==> src/rtl/joy_dir_filter.sv <==
`default_nettype none
// ============================================================================
// Module   : joy_dir_filter
// Purpose  : Per-player digital joystick direction filter placed between the
//            keyboard/gamepad merge and the core inputs. Each player channel
//            synchronises its raw directions, optionally debounces them,
//            remaps them for screen rotation, and cancels opposing directions.
//            It then applies a restrictor (8-way, 4-way latest-wins,
//            4-way first-wins, 2-way horizontal). The result is registered
//            together with a one-cycle change strobe.
// Config   : JOY_DIR_DEBOUNCE_EN - when defined, each synchronised bit passes
//            through a stability counter of DB_CYCLES cycles.
// Ports    : clk        - system clock (clk_sys domain)
//            reset_n    - asynchronous active-low reset
//            mode       - 00 8-way, 01 4-way latest-wins, 10 4-way first-wins,
//                         11 2-way horizontal
//            rotate     - 00 none, 01 90ccw, 10 180, 11 90cw
//            dis        - restrictor bypass (mask held at all-ones)
//            dir_in     - raw {up,down,left,right} per player, p at [4p+3:4p]
//            dir_out    - filtered directions, registered
//            dir_change - one-cycle pulse when a player's dir_out changes
// Revision : 1.0 - initial release
// ============================================================================
module joy_dir_filter #(
  parameter int PLAYERS     = 2,
  parameter int SYNC_STAGES = 2,
  parameter int DB_CYCLES   = 1024
) (
  input  logic                   clk,
  input  logic                   reset_n,
  input  logic [1:0]             mode,
  input  logic [1:0]             rotate,
  input  logic                   dis,
  input  logic [4*PLAYERS-1:0]   dir_in,
  output logic [4*PLAYERS-1:0]   dir_out,
  output logic [PLAYERS-1:0]     dir_change
);

  // Highest-priority set bit as a one-hot vector, priority U > D > L > R.
  function automatic logic [3:0] f_first(input logic [3:0] v);
    logic [3:0] oh;
    oh = 4'b0000;
    if (v[3])      oh = 4'b1000;
    else if (v[2]) oh = 4'b0100;
    else if (v[1]) oh = 4'b0010;
    else if (v[0]) oh = 4'b0001;
    return oh;
  endfunction

  // Registered copies of the configuration; any difference flushes all
  // channels for one cycle so a stale mask never survives a mode/rotate swap.
  logic [1:0] r_mode;
  logic [1:0] r_rotate;
  logic       w_cfg_change;

  assign w_cfg_change = (mode != r_mode) || (rotate != r_rotate);

  // Reset release is expected to be synchronous to clk (handled upstream);
  // assertion is asynchronous.
  always_ff @(posedge clk or negedge reset_n) begin
    if (!reset_n) begin
      r_mode   <= 2'b00;
      r_rotate <= 2'b00;
    end else begin
      r_mode   <= mode;
      r_rotate <= rotate;
    end
  end

  // DB_CYCLES only sizes the debounce counters; this guard keeps it
  // referenced in builds without debounce.
  if (DB_CYCLES < 1) begin : g_db_range_guard
  end

  for (genvar p = 0; p < PLAYERS; p++) begin : g_player
    logic [3:0] r_sync [SYNC_STAGES];
    logic [3:0] w_clean;
    logic [3:0] w_rot;
    logic [3:0] w_r;
    logic [3:0] w_edge;
    logic [3:0] w_mask_next;
    logic [3:0] w_out_next;
    logic [3:0] r_mask;
    logic [3:0] r_prev;
    logic [3:0] r_dir;
    logic       r_chg;

    always_ff @(posedge clk or negedge reset_n) begin
      if (!reset_n) begin
        for (int i = 0; i < SYNC_STAGES; i++) r_sync[i] <= 4'b0000;
      end else begin
        r_sync[0] <= dir_in[4*p +: 4];
        for (int i = 1; i < SYNC_STAGES; i++) r_sync[i] <= r_sync[i-1];
      end
    end

`ifdef JOY_DIR_DEBOUNCE_EN
    localparam int CNT_W = $clog2(DB_CYCLES + 1);

    // A bit is accepted only after DB_CYCLES consecutive cycles at a new
    // level; any return to the accepted level restarts the count.
    for (genvar b = 0; b < 4; b++) begin : g_bit
      logic [CNT_W-1:0] r_cnt;
      logic             r_db;

      always_ff @(posedge clk or negedge reset_n) begin
        if (!reset_n) begin
          r_cnt <= '0;
          r_db  <= 1'b0;
        end else if (r_sync[SYNC_STAGES-1][b] == r_db) begin
          r_cnt <= '0;
        end else if (r_cnt == CNT_W'(DB_CYCLES - 1)) begin
          r_db  <= r_sync[SYNC_STAGES-1][b];
          r_cnt <= '0;
        end else begin
          r_cnt <= r_cnt + 1'b1;
        end
      end

      assign w_clean[b] = r_db;
    end
`else
    assign w_clean = r_sync[SYNC_STAGES-1];
`endif

    always_comb begin
      w_rot       = w_clean;
      w_mask_next = 4'b1111;
      w_out_next  = 4'b0000;

      // Rotation remap of {U,D,L,R}.
      case (rotate)
        2'b01:   w_rot = {w_clean[1], w_clean[0], w_clean[2], w_clean[3]};
        2'b10:   w_rot = {w_clean[2], w_clean[3], w_clean[0], w_clean[1]};
        2'b11:   w_rot = {w_clean[0], w_clean[1], w_clean[3], w_clean[2]};
        default: w_rot = w_clean;
      endcase

      // Opposite-direction cancel.
      w_r = w_rot;
      if (&w_rot[3:2]) w_r[3:2] = 2'b00;
      if (&w_rot[1:0]) w_r[1:0] = 2'b00;

      w_edge = w_r & ~r_prev;

      if (!w_cfg_change) begin
        case (mode)
          2'b00: w_out_next = w_r;
          2'b11: w_out_next = {2'b00, w_r[1:0]};
          2'b01: begin
            // Latest-wins: a fresh press always claims the mask.
            if (dis)                      w_mask_next = 4'b1111;
            else if (|w_edge)             w_mask_next = f_first(w_edge);
            else if (~|(w_r & r_mask))    w_mask_next = 4'b1111;
            else                          w_mask_next = r_mask;
            w_out_next = w_r & w_mask_next;
          end
          default: begin
            // First-wins: the mask is only claimed from the idle state.
            if (dis)                              w_mask_next = 4'b1111;
            else if ((r_mask == 4'b1111) && (|w_r)) w_mask_next = f_first(w_r);
            else if (~|(w_r & r_mask))            w_mask_next = 4'b1111;
            else                                  w_mask_next = r_mask;
            w_out_next = w_r & w_mask_next;
          end
        endcase
      end
    end

    always_ff @(posedge clk or negedge reset_n) begin
      if (!reset_n) begin
        r_mask <= 4'b1111;
        r_prev <= 4'b0000;
        r_dir  <= 4'b0000;
        r_chg  <= 1'b0;
      end else begin
        r_mask <= w_mask_next;
        r_prev <= w_r;
        r_dir  <= w_out_next;
        r_chg  <= (w_out_next != r_dir);
      end
    end

    assign dir_out[4*p +: 4] = r_dir;
    assign dir_change[p]     = r_chg;
  end

endmodule
`default_nettype wire
==> config.mk <==
export PLATFORM = sky130hd
export DESIGN_NAME = joy_dir_filter
export DESIGN_NICKNAME = d
export VERILOG_FILES = /design/src/rtl/joy_dir_filter.sv
export SDC_FILE = /design/constraint.sdc
export NUM_CORES = 1
export LEC_CHECK = 0
export CAP_MARGIN = 20
export CORE_ASPECT_RATIO = 0.75
export CORE_UTILIZATION = 40
export DETAILED_ROUTE_END_ITERATION = 12
export PLACE_DENSITY = 0.67
export SLEW_MARGIN = 20
export SYNTH_ARGS = -nofsm -noshare
export SYNTH_HDL_FRONTEND = slang
export SYNTH_SLANG_ARGS = --single-unit
==> constraint.sdc <==
create_clock -name clk -period 3.7 [get_ports clk]
set_input_delay 1.11 -clock clk [delete_from_list [all_inputs] [get_ports clk]]
set_output_delay 1.11 -clock clk [all_outputs]
set_load 0.005 [all_outputs]
==> summary by stage <==
Hold path
The hold path depth is 0. The endpoint of the worst hold path is g_player[1].w_clean[3]$_DFF_PN0_. In this run the worst hold path is classified as flop to flop. The hold path startpoint is g_player[1].r_sync[7]$_DFF_PN0_.

Clocking
The clock transition at the registers of the reported paths is 90 ps. The number of hold buffers added after cts is 0. The clock passes through at most 2 buffers. The clock sink count is 46.

The H-tree level count is 2. Clock latency on the worst-skew pair, taken at its later pin, is 300 ps. The TritonCTS buffer count is 5. The CTS tree is yes. In this run the clock root is driven by a sky130_fd_sc_hd__clkbuf_8.

Place
The total placed instance area is 3230 sq um. The congestion estimate from routability-driven global placement came to 0.902. OpenSTA, run right after detailed placement, puts the worst setup slack at -701 ps. The count of input and output buffers is 24. Once detailed placement completed, the half-perimeter wirelength came to 4360 microns.

Global routing
The residual overflow from global routing is 0. The number of global-route vias before repair is 2071. The number of antenna violations at the first check in global routing is 0. The first-pass GRT wire length is 9710 microns.

Entering global routing, the biggest net connects 47 pins. The aggregate global-route resource usage is 18.2%.

Floorplanning
After floorplanning, the core was divided into 25 placement rows. The region available for standard cell placement spans 6350 sq um. The die covers 6960 sq um.

The height of the chip is 72.5 microns. The initial core utilization is 41.7%. In this run the horizontal extent of the chip is 96.0 microns.

The top-level port count is 25.

Timing
Setup repair after global routing left no endpoint under its margin. Across all setup checks in the final design, the least slack found is 152 ps. The final count of pins violating max slew is 0. The maximum clock frequency is 282 MHz.

Between clock sinks in the finished design, the worst skew comes to 9.77 ps. Adding up every negative setup slack in the final design gives 0 ps. Headroom to the max-slew limit came out at 62.1%. After layout, the minimum clock period comes to 3550 ps.

The final count of hold timing violations is 0. At the pin with the least slew margin, the transition time is 568 ps. Setup violations remaining at the end of the flow were counted as 0. In the finished design, the share of the clock period the worst path needs comes to 95.9%.

Synth
By area the synthesized netlist is led by sky130_fd_sc_hd__dfrtp_1 (36%), sky130_fd_sc_hd__dfstp_2 (7.9%), sky130_fd_sc_hd__ha_1 (7.6%). In this run, distinct cell masters in the synthesized netlist total 63. The number of nets in the synthesized netlist is 290.

The library cell with the largest summed area after synthesis is sky130_fd_sc_hd__dfrtp_1. The synthesized flop and latch total is 46. The proportion of synthesized flip-flops having asynchronous set or reset is 100%.

In the synthesized netlist the dominant register cell turns out to be sky130_fd_sc_hd__dfrtp_1. The area of the mapped netlist is 2650 sq um. The proportion of netlist area held by the largest area contributor is 35.9%. The synthesized instance count is 259. Sequential cells were found to cover 43.8% of the synthesized design area. The leading cell type by number of instances after synthesis is sky130_fd_sc_hd__dfrtp_1.

The Yosys step of the flow raised 0 warnings. The mean instance size in the synthesized netlist is 10.2 sq um. The number of enable-type register cells in the synthesized netlist is 0.

Sorting the synthesized cells by how often they occur yields sky130_fd_sc_hd__dfrtp_1 (38), sky130_fd_sc_hd__nand2_1 (20), sky130_fd_sc_hd__nor2_1 (18), sky130_fd_sc_hd__ha_1 (16), sky130_fd_sc_hd__inv_1 (14).

Pwr
Across the VDD grid, the largest voltage drop is 0.246 mV. In this run the power density over the cells is 378 nW/um^2. The static leakage power is 1.56 nW. The total power is 0.00127 W.

Worst setup path
The end of the worst register-to-register path is g_player[0].r_chg$_DFF_PN0_. The data required time of the worst path is 3880 ps. For flop-to-flop paths, the worst setup slack is 840 ps. In this run the worst path has a maximum fanout of 9. At the worst endpoint, the arrival time is 3730 ps.

In this run the critical register-to-register path is launched from g_player[0].w_clean[1]$_DFF_PN0_. The depth of the worst register-to-register path is 11. STA classifies the critical path startpoint as an input pin. The type of destination of the critical path is a flop. The path type of the worst setup path is input pin to flop.

Finish
The layout net count is 353. The ratio of cells with drive above 1 in the final layout is 25.7%. The repair_antennas step left the layout with diodes totalling 0.

The core occupancy in the finished layout is 53.1%. The final cell area excluding filler cells is 3370 sq um. From synthesis to final layout, the design area changed by 27.3%.

Route
The routed wire length is 5820 microns. The average via count per standard cell is 5.21. The count of routing violations after the opening detailed-route iteration is 149. Across all layers, the routed design uses 2106 vias. In this run the remaining antenna-violating nets after routing total 0.

The number of remaining DRC errors is 0. The total iterations of the first detailed-routing run is 5. Dividing the detail-routed wire length by the instance count gives 14.4 microns.

Run
Max-cap violations in this run came to 0.

Status
The flow ran to the end, and the final reports show no timing, DRC or antenna violations.
flip-flops by register name, summed over array words and instances, names as in the netlist:
signal and flops:
r_mode 2, g_player.r_dir 8, g_player.r_prev 8, g_player.w_clean 8, g_player.r_sync 8, g_player.r_chg 2
r_rotate 2, g_player.r_mask 8
cells by family (layout without fill, tap and decap cells):
| logic type | after synthesis | in the layout | share of synthesized area, % |
|---|---|---|---|
| AND/OR/NAND/NOR | 92 | 92 | 19.2 |
| AO/OA/AOI/OAI | 62 | 62 | 18.4 |
| flip-flops | 46 | 46 | 43.8 |
| buffers and inverters | 25 | 89 | 4.49 |
| adder cells (fa/ha/maj) | 16 | 16 | 7.56 |
| XOR/XNOR | 10 | 10 | 3.31 |
| multiplexers | 8 | 8 | 3.26 |
cell usage in the layout, fill, tap and decap left out, drive strengths merged, types with 3 or more instances in the layout:
| cell | count |
|---|---|
| buf | 44 |
| dfrtp | 38 |
| clkdlybuf4s50 | 21 |
| nand2 | 20 |
| nor2 | 18 |
| ha | 16 |
| inv | 15 |
| o21ai | 13 |
| nor2b | 11 |
| dfstp | 8 |
| a21oi | 8 |
| nor3 | 7 |
| or2 | 6 |
| clkbuf | 6 |
| mux2 | 5 |
| nand4 | 5 |
| nand2b | 5 |
| xor2 | 5 |
| xnor2 | 5 |
| o21a | 4 |
| o211a | 4 |
| nor3b | 4 |
| mux2i | 3 |
| a211o | 3 |
| nand3 | 3 |
| o32ai | 3 |
| and2 | 3 |
| nor4 | 3 |
| o22ai | 3 |
layer usage:
metal | vias to the layer above | GRT usage [%] | share of wire [%]
met3 | 2 | 5.24 | 6.6
met1 | 985 | 26.7 | 51
met2 | 78 | 26.4 | 42
met5 | - | 0 | 0
met4 | 0 | 3.98 | 0.29
li1 | 1041 | - | -
report_power, final:
group | internal (W) | total (W) | switching, W
Sequential | 0.000530 | 0.000542 | 0.0000121
Combinational | 0.000173 | 0.000349 | 0.000177
Clock | 0.000203 | 0.000382 | 0.000179
Total | 0.000905 | 0.00127 | 0.000368
critical path: stages:
cell                       delay [ps]
sky130_fd_sc_hd__clkbuf_4         170
sky130_fd_sc_hd__mux2_2           360
sky130_fd_sc_hd__or2_2            270
sky130_fd_sc_hd__o21a_1           150
sky130_fd_sc_hd__ha_1             250
sky130_fd_sc_hd__nor2b_1          160
sky130_fd_sc_hd__or4_4            530
sky130_fd_sc_hd__o21ba_4          260
sky130_fd_sc_hd__o22ai_2          100
sky130_fd_sc_hd__a21oi_4          140
sky130_fd_sc_hd__xnor2_1          130
sky130_fd_sc_hd__nand4_1          100
metrics by stage:
step                std cells  hold WS, ps
finish                    404          355
global placement          394          332
floorplan                 259          331
global route              404          365
detailed placement        394          335
CTS                       402          356
how the worst max path moves through the flow:
stage / slack (ps) / endpoint / depth (start not counted) / start
3_3_place_gp: -650 / g_player[0].r_chg$_DFF_PN0_ / 12 / rotate[0]
2_1_floorplan: 10 / g_player[0].r_chg$_DFF_PN0_ / 12 / rotate[0]
5_1_grt: 10 / g_player[0].r_chg$_DFF_PN0_ / 14 / rotate[0]
6_report: 150 / g_player[0].r_chg$_DFF_PN0_ / 12 / rotate[0]
4_1_cts: 2 / g_player[0].r_chg$_DFF_PN0_ / 13 / rotate[1]
3_5_place_dp: -700 / g_player[0].r_chg$_DFF_PN0_ / 11 / rotate[0]
cell type report:
class	count	area (sq um)
Fill cell	576	2980
Multi-Input combinational cell	188	1380
Sequential cell	46	1160
Timing Repair Buffer	67	561
Tap cell	81	101
Clock buffer	5	68.8
Inverter	14	52.6
Clock inverter	3	43.8
repair_timing:
item	in CTS	in global routing
pin swaps	0	6
setup endpoints to repair	16	3
gates resized for setup	3	9
buffers inserted	0	2
Note: power is estimated with default switching activity, not from simulation.
